===== src/rtl/cascade_pi_pwm.sv =====
// cascade_pi_pwm: outer and inner PI loops evaluated in sequence on one shared
// multiplier, with conditional-integration anti-windup, feeding a PWM
// generator whose duty and period reload only at the period boundary.
module cascade_pi_pwm #(
  parameter int unsigned ADC_W  = 12,
  parameter int unsigned DATA_W = 32,
  parameter int unsigned FRAC   = 8,
  parameter int unsigned PWM_W  = 10,
  parameter int unsigned CENTER = 0
) (
  input  logic             clk,
  input  logic             rst,
  input  logic             enable,
  input  logic             sample_valid,
  input  logic [ADC_W-1:0] setpoint,
  input  logic [ADC_W-1:0] outer_meas,
  input  logic [ADC_W-1:0] inner_meas,
  input  logic [15:0]      kp_outer,
  input  logic [15:0]      ki_outer,
  input  logic [15:0]      kp_inner,
  input  logic [15:0]      ki_inner,
  input  logic [ADC_W-1:0] outer_max,
  input  logic [PWM_W-1:0] pwm_period,
  output logic             busy,
  output logic             done,
  output logic             overrun,
  output logic [PWM_W-1:0] duty_cmd,
  output logic             pwm_out
);

  localparam int unsigned ProdW = DATA_W + 16;

  localparam logic signed [DATA_W-1:0] SMax = {1'b0, {(DATA_W-1){1'b1}}};
  localparam logic signed [DATA_W-1:0] SMin = {1'b1, {(DATA_W-1){1'b0}}};

  localparam logic [3:0] StIdle = 4'd0;
  localparam logic [3:0] StErr1 = 4'd1;
  localparam logic [3:0] StP1   = 4'd2;
  localparam logic [3:0] StI1   = 4'd3;
  localparam logic [3:0] StSum1 = 4'd4;
  localparam logic [3:0] StErr2 = 4'd5;
  localparam logic [3:0] StP2   = 4'd6;
  localparam logic [3:0] StI2   = 4'd7;
  localparam logic [3:0] StSum2 = 4'd8;
  localparam logic [3:0] StDone = 4'd9;

  function automatic logic signed [DATA_W-1:0] zext_adc(input logic [ADC_W-1:0] x);
    zext_adc = {{(DATA_W-ADC_W){1'b0}}, x};
  endfunction

  function automatic logic signed [DATA_W-1:0] zext_pwm(input logic [PWM_W-1:0] x);
    zext_pwm = {{(DATA_W-PWM_W){1'b0}}, x};
  endfunction

  // Saturate a full-width product to DATA_W: fits only if the top bits are all sign copies.
  function automatic logic signed [DATA_W-1:0] sat_prod(input logic signed [ProdW-1:0] x);
    logic [ProdW-DATA_W:0] top;
    top = x[ProdW-1:DATA_W-1];
    if (top == {(ProdW-DATA_W+1){x[ProdW-1]}}) begin
      sat_prod = x[DATA_W-1:0];
    end else if (x[ProdW-1]) begin
      sat_prod = SMin;
    end else begin
      sat_prod = SMax;
    end
  endfunction

  function automatic logic signed [DATA_W-1:0] sat_add(input logic signed [DATA_W-1:0] a,
                                                       input logic signed [DATA_W-1:0] b);
    logic [DATA_W:0] sum;
    sum = {a[DATA_W-1], a} + {b[DATA_W-1], b};
    if (sum[DATA_W] != sum[DATA_W-1]) begin
      sat_add = sum[DATA_W] ? SMin : SMax;
    end else begin
      sat_add = sum[DATA_W-1:0];
    end
  endfunction

  logic [3:0]               state_q, state_d;
  logic [ADC_W-1:0]         sp_q, sp_d, om_q, om_d, im_q, im_d;
  logic signed [DATA_W-1:0] e_q, e_d, p_q, p_d, c_q, c_d, inc_q, inc_d;
  logic signed [DATA_W-1:0] integ1_q, integ1_d, integ2_q, integ2_d, u1_q, u1_d;
  logic [PWM_W-1:0]         duty_cmd_q, duty_cmd_d;
  logic                     overrun_q, overrun_d;

  logic [15:0]              gain;
  logic signed [ProdW-1:0]  prod;
  logic signed [DATA_W-1:0] mul_sat;
  logic signed [DATA_W-1:0] sum_s, sum_hi, sum_clamped;
  logic                     windup_ok;

  // Shared multiplier: gain picked by the current P/I step.
  always_comb begin
    gain = '0;
    case (state_q)
      StP1:    gain = kp_outer;
      StI1:    gain = ki_outer;
      StP2:    gain = kp_inner;
      StI2:    gain = ki_inner;
      default: gain = '0;
    endcase
  end

  assign prod    = $signed({{DATA_W{gain[15]}}, gain}) * $signed({{16{e_q[DATA_W-1]}}, e_q});
  assign mul_sat = sat_prod(prod >>> FRAC);

  // Loop output clamp and anti-windup decision for whichever SUM step is active.
  always_comb begin
    sum_s       = sat_add(p_q, c_q);
    sum_hi      = (state_q == StSum1) ? zext_adc(outer_max) : zext_pwm(pwm_period);
    sum_clamped = sum_s;
    if (sum_s < 0) begin
      sum_clamped = '0;
    end else if (sum_s > sum_hi) begin
      sum_clamped = sum_hi;
    end
    // Integrate only when it cannot push the output further into the clamp.
    windup_ok = ((sum_s >= 0) && (sum_s <= sum_hi)) ||
                ((sum_s > sum_hi) && (inc_q < 0)) ||
                ((sum_s < 0) && (inc_q > 0));
  end

  // Sequencer and datapath next state.
  always_comb begin
    state_d    = state_q;
    sp_d       = sp_q;
    om_d       = om_q;
    im_d       = im_q;
    e_d        = e_q;
    p_d        = p_q;
    c_d        = c_q;
    inc_d      = inc_q;
    integ1_d   = integ1_q;
    integ2_d   = integ2_q;
    u1_d       = u1_q;
    duty_cmd_d = duty_cmd_q;
    case (state_q)
      StIdle: begin
        if (sample_valid) begin
          sp_d    = setpoint;
          om_d    = outer_meas;
          im_d    = inner_meas;
          state_d = StErr1;
        end
      end
      StErr1: begin
        e_d     = zext_adc(sp_q) - zext_adc(om_q);
        state_d = StP1;
      end
      StP1: begin
        p_d     = mul_sat;
        state_d = StI1;
      end
      StI1: begin
        inc_d   = mul_sat;
        c_d     = sat_add(integ1_q, mul_sat);
        state_d = StSum1;
      end
      StSum1: begin
        u1_d = sum_clamped;
        if (windup_ok) integ1_d = c_q;
        state_d = StErr2;
      end
      StErr2: begin
        e_d     = u1_q - zext_adc(im_q);
        state_d = StP2;
      end
      StP2: begin
        p_d     = mul_sat;
        state_d = StI2;
      end
      StI2: begin
        inc_d   = mul_sat;
        c_d     = sat_add(integ2_q, mul_sat);
        state_d = StSum2;
      end
      StSum2: begin
        duty_cmd_d = sum_clamped[PWM_W-1:0];
        if (windup_ok) integ2_d = c_q;
        state_d = StDone;
      end
      StDone:  state_d = StIdle;
      default: state_d = StIdle;
    endcase
    // Disable aborts any computation and discards loop history.
    if (!enable) begin
      state_d    = StIdle;
      integ1_d   = '0;
      integ2_d   = '0;
      duty_cmd_d = '0;
    end
  end

  assign overrun_d = sample_valid && (state_q != StIdle);

  // Controller state registers.
  always_ff @(posedge clk or posedge rst) begin
    if (rst) begin
      state_q    <= StIdle;
      sp_q       <= '0;
      om_q       <= '0;
      im_q       <= '0;
      e_q        <= '0;
      p_q        <= '0;
      c_q        <= '0;
      inc_q      <= '0;
      integ1_q   <= '0;
      integ2_q   <= '0;
      u1_q       <= '0;
      duty_cmd_q <= '0;
      overrun_q  <= 1'b0;
    end else begin
      state_q    <= state_d;
      sp_q       <= sp_d;
      om_q       <= om_d;
      im_q       <= im_d;
      e_q        <= e_d;
      p_q        <= p_d;
      c_q        <= c_d;
      inc_q      <= inc_d;
      integ1_q   <= integ1_d;
      integ2_q   <= integ2_d;
      u1_q       <= u1_d;
      duty_cmd_q <= duty_cmd_d;
      overrun_q  <= overrun_d;
    end
  end

  assign busy     = (state_q != StIdle);
  assign done     = (state_q == StDone);
  assign overrun  = overrun_q;
  assign duty_cmd = duty_cmd_q;

  // ---------------------------------------------------------------------------------------------
  // PWM generator
  // ---------------------------------------------------------------------------------------------
  logic [PWM_W-1:0] cnt_q, cnt_d, duty_act_q, duty_act_d, p_act_q, p_act_d;
  logic             dir_q, dir_d, pwm_q, pwm_d;
  logic             peak, falling;

  // Counter, boundary reload and compare; duty/period latch as the count returns to 0,
  // so every period runs entirely on one duty value.
  always_comb begin
    cnt_d = cnt_q;
    dir_d = dir_q;
    if (p_act_q == '0) begin
      cnt_d = '0;
      dir_d = 1'b0;
    end else if (CENTER == 0) begin
      cnt_d = (cnt_q >= p_act_q - PWM_W'(1)) ? '0 : cnt_q + PWM_W'(1);
    end else if (!dir_q) begin
      if (cnt_q >= p_act_q) begin
        cnt_d = cnt_q - PWM_W'(1);
        dir_d = (cnt_q != PWM_W'(1));
      end else begin
        cnt_d = cnt_q + PWM_W'(1);
      end
    end else begin
      cnt_d = cnt_q - PWM_W'(1);
      if (cnt_q == PWM_W'(1)) dir_d = 1'b0;
    end

    duty_act_d = duty_act_q;
    p_act_d    = p_act_q;
    if (cnt_d == '0) begin
      duty_act_d = duty_cmd_q;
      p_act_d    = pwm_period;
    end

    // Triangle: the falling half (peak included) uses <= so the pulse is 2*duty wide,
    // symmetric about cnt = 0, and duty >= P yields a solid high.
    peak    = !dir_q && (cnt_q >= p_act_q);
    falling = (CENTER != 0) && (dir_q || peak);
    if (falling) begin
      pwm_d = (p_act_q != '0) && (cnt_q <= duty_act_q);
    end else begin
      pwm_d = (p_act_q != '0) && (cnt_q < duty_act_q);
    end
  end

  // PWM state registers.
  always_ff @(posedge clk or posedge rst) begin
    if (rst) begin
      cnt_q      <= '0;
      dir_q      <= 1'b0;
      duty_act_q <= '0;
      p_act_q    <= '0;
      pwm_q      <= 1'b0;
    end else begin
      cnt_q      <= cnt_d;
      dir_q      <= dir_d;
      duty_act_q <= duty_act_d;
      p_act_q    <= p_act_d;
      pwm_q      <= pwm_d;
    end
  end

  assign pwm_out = pwm_q & enable;

endmodule


===== config.mk =====
export PLATFORM = sky130hd
export DESIGN_NAME = cascade_pi_pwm
export DESIGN_NICKNAME = d
export VERILOG_FILES = /design/src/rtl/cascade_pi_pwm.sv
export SDC_FILE = /design/constraint.sdc
export NUM_CORES = 2
export LEC_CHECK = 0
export CAP_MARGIN = 20
export CORE_ASPECT_RATIO = 0.75
export CORE_MARGIN = 8
export CORE_UTILIZATION = 50
export DETAILED_ROUTE_END_ITERATION = 16
export GPL_ROUTABILITY_DRIVEN = 1
export PLACE_DENSITY = 0.76
export SLEW_MARGIN = 30
export SYNTH_ARGS = -nofsm -noshare
export SYNTH_HDL_FRONTEND = slang
export SYNTH_SLANG_ARGS = --single-unit

===== constraint.sdc =====
create_clock -name clk -period 29.8 [get_ports clk]
set_input_delay 2.98 -clock clk [delete_from_list [all_inputs] [get_ports clk]]
set_output_delay 2.98 -clock clk [all_outputs]
set_load 0.02 [all_outputs]

# Word-level counts from Yosys, hierarchy flattened
# Index checks and enable logic that the tools add are counted.
# op_classes
addsub	7
mul	1
order_cmp	8
n_eq_ne	17
mux	26
bitwise_logic	1
n_reduce_logical	19
# ops
cell	count
32-bit two-way mux	15
32-bit case mux with 2 select lines	2
32-bit by 32-bit adder with 33-bit output	3
32-bit by 1-bit less-than comparator with 1-bit output (second input constant)	2
16-bit case mux with 4 select lines	1
16-bit by 32-bit multiplier with 48-bit output	1
10-bit two-way mux	4
4-bit case mux with 9 select lines	1
32-bit by 1-bit greater-or-equal comparator with 1-bit output (second input constant)	1
32-bit by 1-bit greater-than comparator with 1-bit output (second input constant)	1
32-bit by 13-bit greater-than comparator with 1-bit output	1
32-bit by 13-bit less-or-equal comparator with 1-bit output	1
32-bit by 13-bit subtractor with 32-bit output	1
10-bit logical NOT	2
4-bit by 3-bit equality test with 1-bit output (second input constant)	4
12-bit by 12-bit subtractor with 13-bit output	1
12-bit two-way mux	1
10-bit by 1-bit adder with 10-bit output (second input constant)	1
10-bit greater-or-equal comparator	1
10-bit less-than comparator	1
10-bit nonzero test	1
10-bit by 1-bit subtractor with 10-bit output (second input constant)	1
4-bit by 2-bit equality test with 1-bit output (second input constant)	2
4-bit equality test (second input constant)	2
14 further kinds	28
# word_totals
reg_bits	306

# Logic depth before layout (Yosys ltp)
# logic_depth
ltp_word	10
ltp_mapped	50
mapped_depth_nobuf	44

# Least setup slack after synthesis
# No wires, ideal clock.
# synth_path
path_type	input -> register
startpoint	input port ki_inner[1]
endpoint	register c_q[10]
t_arrival_ns	12.995
slack_ns	16.670
cell_stages	39
cell_sequence	mux2i_1 o32ai_2 clkbuf_1 nand2_1 inv_1 fa_1 fa_1 fa_1 fa_1 fa_1 fa_1 ha_1 clkbuf_1 a21oi_1 o21ai_0 a221oi_1 o21ai_0 o221ai_1 (+3 left out) o21ai_0 nor3b_4 nand2_2 buf_2 o21ai_0 ha_1 a21o_1 a21o_1 a21o_1 a221o_1 a31o_2 a41oi_1 o31ai_1 a21o_1 a221o_1 clkbuf_1 a31oi_1 o31ai_1
# synth_between
elab_chain_cells	8
elab_cells_between_ends	14
# synth_lines
item	line	rtl
start, declared	21	input logic [15:0] ki_inner,
16-bit case mux with 4 select lines (*)	95	case (state_q)
16-bit by 32-bit multiplier with 48-bit output (*)	104	assign prod = $signed({{DATA_W{gain[15]}}, gain}) * $signed({{16{e_q[DATA_W-1]}}, e_q});
8-bit equality test or 32-bit two-way mux (tied branches)	59, 61	
32-bit two-way mux (*)	59	if (top == {(ProdW-DATA_W+1){x[ProdW-1]}}) begin
named net mul_sat[31]	88	logic signed [DATA_W-1:0] mul_sat;
32-bit by 32-bit adder with 33-bit output	71	sum = {a[DATA_W-1], a} + {b[DATA_W-1], b};
32-bit two-way mux or 1-bit != test (tied branches)	73, 72	
32-bit two-way mux	72	if (sum[DATA_W] != sum[DATA_W-1]) begin
32-bit case mux with 2 select lines (*)	137	case (state_q)
end signal, assigned	205	c_q <= '0;
end signal, assigned	219	c_q <= c_d;
end, declared	81	logic signed [DATA_W-1:0] e_q, e_d, p_q, p_d, c_q, c_d, inc_q, inc_d;
# Mark *: on every way through the listed nets, which the timed path passes. The rest lies on a longest branch.
# A chain may end at the register's enable or synchronous reset.

# Final worst setup path
# layout_path
startpoint	input port ki_inner[1]
endpoint	register c_q[29]
# Same word-level chain as after synthesis.

==> metrics.csv <==
metric,value,unit
r2r_end,c_q[29]$_DFFE_PP0P_,
cp_common_cell,fa_1,
setup_viol_count_final,0,
r2r_cells,39,
hold-path-cell-count,1,
slew_viol_final,0,
crit_type,in -> reg,
num_vias,32170,
startpoint_type,primary input,
synth.ff_latch_count,305,
cts_max_level,2,
min_to,im_q[5]$_DFFE_PP0P_,
gp_congestion,0.9607,
yosysSeqAreaShare,0.1964,
regToRegSetupSlack,15.37,ns
hold_buffers,0,
die_x,337.9,um
skew,0.03544,ns
area.growth.synth_to_final,9.524,%
avgSynthCellArea,8.911,um2
dp_hpwl,86310,um
cts_tree,built,
synth_top_area_frac,0.2524,
syn_inst,4361,
crit_arrival,16.45,ns
drive_above_1_share,0.06661,
numCtsBuffers,38,
tightest_slew,1.014,ns
wl,112400,um
critPathMaxStageDelay,0.94,ns
syn_area,38860,um2
die_h,257.4,um
final_nets,5269,
wl_per_cell,20.62,um
totalNegativeSetupSlack,0,ns
clkSlewWorstSetupHoldPaths,0.06,ns
clock_path_buffers,3,
grt_pass1_vias,32700,
syn_nets,5243,
grt_pass1_wl,181500,um
clock-sinks,305,
ys.flop_type,dfrtp_1,
clock_latency,0.58,ns
max_cap_viol_count,0,
drc,0,
hold_viol,0,
synth_cell_types,83,
crit_slowest_cell,fa_1,
fin_crit,16.01,ns
synth_common_cells,"inv_1, fa_1, nand2_1",
initial_core_util,0.5049,
yosysTopAreaCell,fa_1,
gr-usage-all-layers,0.2592,
regToRegStartpoint,state_q[1]$_DFFE_PP0P_,
fmax,62.48,MHz
crit_fanout,33,
gr-total-overflow,0,
core_area,76960,um2
rsz0062_at_grt,false,
grt_antenna_before_repair,5,
hp-start,im_q[5]$_DFFE_PP0P_,
drtAntennaViolNets,0,
die-area,86990,um2
synth_edf_count,0,
status,finished clean,
ys_warn_count,0,
avgViaCountPerCell,5.903,
synth_most_common_cell,inv_1,
cts_root_buffer,clkbuf_16,
max-slew-margin-rel,0.3240,
dr.first_iter.drc_count,3263,
cts_setup_buffers,0,
hold_class,reg -> reg,
crit_path_end_kind,register,
rows,88,
port_buffers,139,
fin_crit_sh,0.5371,
io_pins,140,
cp.required,30.24,ns
synthTopCellsByArea,"fa_1, dfrtp_1, ha_1, inv_1, nand2_1",
dr.pass1.iters,6,
grt_max_degree,105,
ys_async_sr_fraction,1.000,
cts_resized,0,
==> area by class of cell <==
| class | count | area [um2] |
|---|---|---|
| repair buffers | 191 | 1789 |
| fillers | 6805 | 34400 |
| inverters | 663 | 2496 |
| clock buffers | 51 | 1050 |
| flip-flops and latches | 305 | 7632 |
| diodes | 1 | 2.502 |
| clock inverters | 16 | 207.7 |
| multi-input cells | 3188 | 28090 |
| well taps | 1035 | 1295 |
==> flip-flops by register name (all words and copies together), names as in the netlist <==
| signal | cells |
|---|---|
| sp_q | 12 |
| c_q | 32 |
| pwm_q | 1 |
| im_q | 12 |
| duty_cmd | 10 |
| om_q | 12 |
| inc_q | 32 |
| overrun | 1 |
| e_q | 32 |
| p_act_q | 10 |
| cnt_q | 10 |
| u1_q | 31 |
| p_q | 32 |
| integ2_q | 32 |
| duty_act_q | 10 |
| integ1_q | 32 |
| state_q | 4 |
==> kinds of logic (layout without fill, tap and decap cells) <==
family / count (synthesis) / count (layout) / share of synthesized area
fa+ha+maj: 756 / 756 / 0.3381
flops: 305 / 305 / 0.1964
simple gates: 1309 / 1309 / 0.1640
xor+xnor: 139 / 139 / 0.03133
mux: 143 / 143 / 0.04089
other cells: 0 / 1 / 0
compound gates: 841 / 841 / 0.1446
buf+inv: 868 / 921 / 0.08471
==> cells in the final DEF, fill, tap and decap left out, types with 62 or more instances in the layout <==
cell,n
nand3_1,62
nand2_1,481
a31oi_1,73
dfrtp_1,305
nor2_1,245
inv_1,662
mux2_2,126
ha_1,266
xnor2_1,100
a21oi_1,203
o21ai_0,113
and2_1,247
fa_1,490
a21o_1,102
clkdlybuf4s50_1,139
==> per-layer routing <==
metal | vias to the layer above | GRT usage | part of all wire
li1 | 14430 | - | -
met1 | 15940 | 0.3796 | 0.44
met2 | 1594 | 0.3804 | 0.42
met3 | 195 | 0.07037 | 0.12
met4 | 2 | 0.06004 | 0.024
met5 | - | 0 | 0.00012
==> metrics by stage <==
| step | cell area (um2) | instances | setup WS, ns | utilization | hold slack, ns |
|---|---|---|---|---|---|
| finish | 42560 | 5450 | 13.79 | 0.5530 | 0.5040 |
| floorplan | 38860 | 4361 | 16.67 | - | 0.4526 |
| CTS | 42540 | 5448 | 14.03 | 0.5527 | 0.5060 |
| global route | 42560 | 5449 | 13.06 | 0.5530 | 0.5214 |
| global placement | 41260 | 5381 | 13.85 | 0.5361 | 0.4884 |
| detailed placement | 41280 | 5381 | 13.50 | 0.5364 | 0.4937 |
==> critical path: cells and delay by family <==
kind                       cells  cell delay, ns
adders and majority gates      8            4.28
AOI/OAI and AO/OA             15            4.43
muxes                          2            0.72
buffers and inverters          4            1.32
and+or+nand+nor                8            2.67
==> how the worst max path moves through the flow <==
stage / depth (start not counted) / slack (ns) / startpoint / end
5_1_grt: 37 / 13.06 / ki_inner[1] / c_q[7]$_DFFE_PP0P_
3_3_place_gp: 37 / 13.85 / ki_inner[1] / c_q[29]$_DFFE_PP0P_
3_5_place_dp: 37 / 13.50 / ki_inner[1] / c_q[29]$_DFFE_PP0P_
4_1_cts: 37 / 14.03 / ki_inner[1] / c_q[29]$_DFFE_PP0P_
2_1_floorplan: 39 / 16.67 / ki_inner[1] / c_q[10]$_DFFE_PP0P_
6_report: 37 / 13.79 / ki_inner[1] / c_q[29]$_DFFE_PP0P_
Power is not shown: default switching activity piles up to over one toggle a cycle in this logic, so the estimate is an artifact.
